--- src/rtl/raytracing_dispatcher.sv ---
// Raytracing frame dispatcher: launches worker batches across a frame,
// snapshots their colour buffers and streams pixels in raster order.
module raytracing_dispatcher #(
    parameter int N_WORKERS        = 8,
    parameter int JOBS_SUBDIVISION = 4,
    parameter int H_RES            = 640,
    parameter int V_RES            = 480
) (
    input  logic                      clk,
    input  logic                      rst,
    input  logic                      start,
    output logic                      frame_busy,
    output logic                      frame_done,
    output logic                      worker_activate,
    output logic signed [11:0]        worker_x,
    output logic signed [11:0]        worker_y,
    input  logic [N_WORKERS-1:0]      worker_busy,
    input  logic [N_WORKERS-1:0][JOBS_SUBDIVISION-1:0][11:0] worker_buffer,
    output logic                      pix_valid,
    input  logic                      pix_ready,
    output logic [11:0]               pix_x,
    output logic [11:0]               pix_y,
    output logic [11:0]               pix_color
);

    localparam int B  = N_WORKERS * JOBS_SUBDIVISION;
    localparam int PW = (B > 1) ? $clog2(B) : 1;

    localparam logic [2:0] S_IDLE   = 3'd0;
    localparam logic [2:0] S_LAUNCH = 3'd1;
    localparam logic [2:0] S_RUN    = 3'd2;
    localparam logic [2:0] S_STREAM = 3'd3;
    localparam logic [2:0] S_DONE   = 3'd4;

    localparam logic [12:0]        H_LIM  = 13'(H_RES);
    localparam logic [PW-1:0]      P_LAST = PW'(B - 1);
    localparam logic signed [11:0] Y_LAST = 12'(V_RES - 1);

    logic [2:0]          state;
    logic [PW-1:0]       p;
    logic [B-1:0][11:0]  snap;

    logic        all_busy;
    logic        none_busy;
    logic [12:0] x_ext;
    logic [12:0] pix_x_ext;
    logic [12:0] batch_end;
    logic        last_pix;
    logic        row_end;
    logic        frame_end;
    logic        accept;

    // Batch/row bookkeeping in 13 bits so the clip tests never wrap
    always_comb begin
        all_busy  = &worker_busy;
        none_busy = ~|worker_busy;
        x_ext     = {1'b0, worker_x};
        pix_x_ext = x_ext + 13'(p);
        batch_end = x_ext + 13'(B);
        last_pix  = (p == P_LAST) || (pix_x_ext + 13'd1 >= H_LIM);
        row_end   = batch_end >= H_LIM;
        frame_end = worker_y == Y_LAST;
        accept    = (state == S_STREAM) && pix_ready;
    end

    // Outputs are pure functions of the state and the stream pointer
    always_comb begin
        frame_busy      = 1'b0;
        frame_done      = 1'b0;
        worker_activate = 1'b0;
        pix_valid       = 1'b0;
        unique case (state)
            S_LAUNCH: begin
                frame_busy      = 1'b1;
                worker_activate = 1'b1;
            end
            S_RUN: begin
                frame_busy      = 1'b1;
                worker_activate = 1'b1;
            end
            S_STREAM: begin
                frame_busy = 1'b1;
                pix_valid  = 1'b1;
            end
            S_DONE:  frame_done = 1'b1;
            default: ;
        endcase
        pix_x     = pix_x_ext[11:0];
        pix_y     = worker_y;
        pix_color = snap[p];
    end

    // Frame sequencer, coordinate counters and result snapshot
    always_ff @(posedge clk) begin
        if (rst) begin
            state    <= S_IDLE;
            worker_x <= '0;
            worker_y <= '0;
            p        <= '0;
            snap     <= '0;
        end else begin
            unique case (state)
                S_IDLE: begin
                    if (start) begin
                        worker_x <= '0;
                        worker_y <= '0;
                        state    <= S_LAUNCH;
                    end
                end
                S_LAUNCH: begin
                    if (all_busy) begin
                        state <= S_RUN;
                    end
                end
                S_RUN: begin
                    if (none_busy) begin
                        for (int i = 0; i < B; i++) begin
                            snap[i] <= worker_buffer[i % N_WORKERS][i / N_WORKERS];
                        end
                        p     <= '0;
                        state <= S_STREAM;
                    end
                end
                S_STREAM: begin
                    if (accept) begin
                        if (!last_pix) begin
                            p <= p + PW'(1);
                        end else begin
                            p <= '0;
                            if (!row_end) begin
                                worker_x <= batch_end[11:0];
                                state    <= S_LAUNCH;
                            end else if (!frame_end) begin
                                worker_x <= '0;
                                worker_y <= worker_y + 12'sd1;
                                state    <= S_LAUNCH;
                            end else begin
                                state <= S_DONE;
                            end
                        end
                    end
                end
                S_DONE:  state <= S_IDLE;
                default: state <= S_IDLE;
            endcase
        end
    end

endmodule

--- config.mk ---
export PLATFORM = sky130hd
export DESIGN_NAME = raytracing_dispatcher
export DESIGN_NICKNAME = d
export VERILOG_FILES = /design/src/rtl/raytracing_dispatcher.sv
export SDC_FILE = /design/constraint.sdc
export NUM_CORES = 1
export LEC_CHECK = 0
export ABC_AREA = 1
export CORE_MARGIN = 4
export CORE_UTILIZATION = 50
export CTS_BUF_LIST = sky130_fd_sc_hd__clkbuf_16
export DETAILED_ROUTE_END_ITERATION = 16
export PLACE_DENSITY = 0.81
export SLEW_MARGIN = 20
export SYNTH_ARGS = -nofsm -noshare
export SYNTH_HDL_FRONTEND = slang
export SYNTH_SLANG_ARGS = --single-unit
--- constraint.sdc ---
create_clock -name clk -period 2.93 [get_ports clk]
set_input_delay 0.879 -clock clk [delete_from_list [all_inputs] [get_ports clk]]
set_output_delay 0.879 -clock clk [all_outputs]
set_load 0.005 [all_outputs]
==> results.md <==
* Outcome: finished, violations left
* CP arrival at 2350 ps
* Placement Rows at 69
* Initial core utilization at 0.512
* Hold worst-path end: snap[154]
* Switching Share at 0.260
* Die area at 39,900 sq um
* Grt met1 use at 0.419
* TritonCTS Buffers at 42
* Initial antenna violation count at 0
* Via density at 5.81
* Core Area at 35,900 sq um
* Routed Antenna Nets at 0
* Async SR Flop Fraction at 0
* Most used flip-flop cell after synthesis: dfxtp_1
* Layout cell share with drive strength beyond 1 at 0.112
* Comb pwr share at 0.181
* Clock power frac at 0.399
* Final setup fails at 12
* Sequential share of the synthesized area at 0.448
* Most frequent cells after synthesis: nor2_1, o21ai_0, dfxtp_1
* Clk_skew at 16.1 ps
* WHS at 457 ps
* Critical path class: flip-flop to primary output
* Mean routed wirelength per cell at 19.8 um
* Period Utilization, post-route at 1.10
* Largest stage delay, worst path at 380 ps
* Global-route met2 utilization at 0.544
* GRT Overall Usage at 0.329
* RD Place Congestion at 0.943
* Max FO, Critical Path at 13
* Die span in y at 200 um
* Avg Cell Area, Syn at 6.88 sq um
* TritonRoute pass-1 iters at 5
* Post-Route WL at 70,800 um
* R2R Path End: pix_y[10]
* Hold Path Class: flip-flop to flip-flop
* RSZ-0062 raised after global routing: true
* Layout fillers at 2,703
* Drt initial violations at 2,185
* Ys Warns at 0
* Slew at the pin closest to its max-slew limit at 658 ps
* Internal power at 10.2 mW
* CTS Sinks at 411
* Worst path cell trace: buf_12 > inv_16 > bufbuf_16 > nor2_1 > o22ai_1 > o21ai_2 > nand2_1 > nand2_1 > nand2_2 > buf_2
* Cells after DPL at 3,446
* Pwr dens at 525 nW/um^2
* Busiest grt layer: met2
* CTS clock-pin slew for the worst setup and hold paths at 60 ps
* CP top delay family: buffers and inverters
* Sw Pwr at 3.59 mW
* Setup ws final at -296 ps
* RR Startpoint: p[0]
* Max IR drop VDD at 0.443 mV
* Storage cell area at 8240 sq um
* Relative slew slack at 0.561
* Total gr overflow at 0
* Crit path buffers/inverters at 4
* Slew Limit Fails at 0
* Fmax at 0.310 GHz
* Synth area leaders: dfxtp_1, nor2_1, o21ai_0, o221ai_1, clkbuf_1
* DR vias at 20,705
* GR met3 Demand/Resource at 0.0497
* # nets final at 3,473
* IO Count at 460
* Vias in the first global route at 19,651
* Area occupied by multi-input gates at 9420 sq um
* Final std cells w/o fill at 3,566
* Reg-to-reg slack, setup at 340 ps
* CP endpoint kind: primary output
* H-tree Lvls at 2
* CTS tree: built
* # port buffers at 454
* First-pass GRT wire length at 105,000 um
* Hold path cells at 2
* Violated checks: setup timing
* Die Wd at 200 um
* Period minus WS final at 3230 ps
* DR DRC count at 0
* Clock tree root buffer cell: clkbuf_16
* Syn Inst Count at 2,670
* Distinct cells, synth at 36
* R2r worst-path depth at 14
* Slowest-stage cell, CP: dfxtp_4
* Pin count of the biggest net entering global routing at 137
* Crit path top cell by count: nand2_1
* Hold_sp: snap[154]
* Clk Latency, worst-skew pair at 550 ps
* Hold Violations, Final at 0
* LEAKAGE at 9.86 nW
* Area Overhead vs Synth at 43.4%
* Max cap viols at 0
* Worst setup SP type: flip-flop
* DP HPWL at 48,300 um
* Max clock buf depth at 3
* Yosys reg bits at 411
* Mapped Area at 18,400 sq um
* Flop pwr share at 0.420
* Post-synth top area share at 0.448
* Crit path required time at 2050 ps
* Largest area contributor in the netlist: dfxtp_1
* Count leader, synth: nor2_1
* Count of flip-flops with a built-in enable after synthesis at 0
flip-flops by register name, summed over array words and instances, names as in the netlist:
| register | flops |
|---|---|
| worker_x | 7 |
| p | 5 |
| state | 3 |
| pix_y | 12 |
| snap | 384 |
logic make-up after synthesis:
| logic type | Yosys count | share of synthesized area |
|---|---|---|
| AOI/OAI and AO/OA | 722 | 0.213 |
| xor gates and xnor gates | 8 | 0.00381 |
| adders and majority gates | 4 | 0.00272 |
| buffers and inverters | 283 | 0.0683 |
| DFF | 411 | 0.448 |
| other | 1 | 0.000204 |
| and+or+nand+nor | 1241 | 0.264 |
layer usage:
| layer | vias up | share of wire | wire [um] |
|---|---|---|---|
| met2 | 1201 | 0.47 | 33000 |
| li1 | 9641 | - | - |
| met1 | 9596 | 0.38 | 27200 |
| met5 | - | 0 | 0 |
| met4 | 0 | 0.059 | 4190 |
| met3 | 267 | 0.090 | 6390 |
cell type report:
type                    instances  share of cell area
well taps                     461              0.0219
diodes                          2            0.000190
clock inverters                29              0.0104
multi-input cells            1980               0.358
repair inverters                1            0.000760
flip-flops and latches        411               0.313
clock buffers                  45              0.0427
inverters                      38             0.00750
repair buffers                599               0.246
cell usage in the layout (no fill, tap or decap), drive strengths merged, types with 2 or more instances in the layout:
cell type and n:
a21oi 29, nand4 8, a211oi 2, diode 2
nand2 125, o21ai 598, clkdlybuf4s50 442, nand3b 2
o221ai 72, o22ai 21, buf 148, nor3 9
conb 5, clkinv 20, nand3 76, dfxtp 411
and2 5, xor2 7, bufinv 6, nor2 1015
inv 42, bufbuf 5, clkbuf 49, ha 4
stage by stage:
stage               worst slack, ps  power (mW)  cell area (sq um)   util  TNS, ps
floorplan                       572        6.97              18400      -        0
global placement               -287        8.04              23600  0.656    -1510
detailed placement             -305        8.11              23600  0.656    -1860
CTS                            -269        13.7              26000  0.724    -2680
global route                   -413        14.3              26300  0.734    -3900
finish                         -296        13.8              26300  0.734    -2870
worst reg2reg max path, cell delays in order, from the launching register on:
cell	delay (ps)
dfxtp_4	410
buf_4	160
buf_16	150
buf_4	150
ha_1	190
nand2_1	60
nor2_1	90
ha_1	160
nor3_1	50
nand2_1	80
nor2_2	50
a21oi_2	440
buf_4	250
nand3_1	90
a21oi_1	190
worst max path at each step:
stage / startpoint / to / slack (ps) / cells after the start
final: p[0] / pix_color[10] / -300 / 10
after global routing: p[0] / pix_color[10] / -410 / 10
after CTS: p[0] / pix_color[9] / -270 / 10
after detailed placement: p[0] / pix_color[7] / -310 / 10
after global placement: p[0] / pix_color[7] / -290 / 10
after floorplan: p[0] / pix_color[2] / 570 / 10
power groups by stage:
stage / clock [mW] / combinational (mW) / sequential (mW)
after CTS: 5.52 / 2.41 / 5.79
after detailed placement: 0 / 2.19 / 5.92
final: 5.52 / 2.51 / 5.80
after global routing: 5.79 / 2.70 / 5.81
after floorplan: 0 / 1.10 / 5.86
after global placement: 0 / 2.13 / 5.91
repair_timing:
item	CTS	global route
cloned	13	4
hold buffers	0	0
pin swaps	67	47
hold endpoints to repair	0	0
resized for setup	202	92
setup buffers	27	3
endpoints found under the setup margin	12	15
Power figures use the tool's default switching activity.
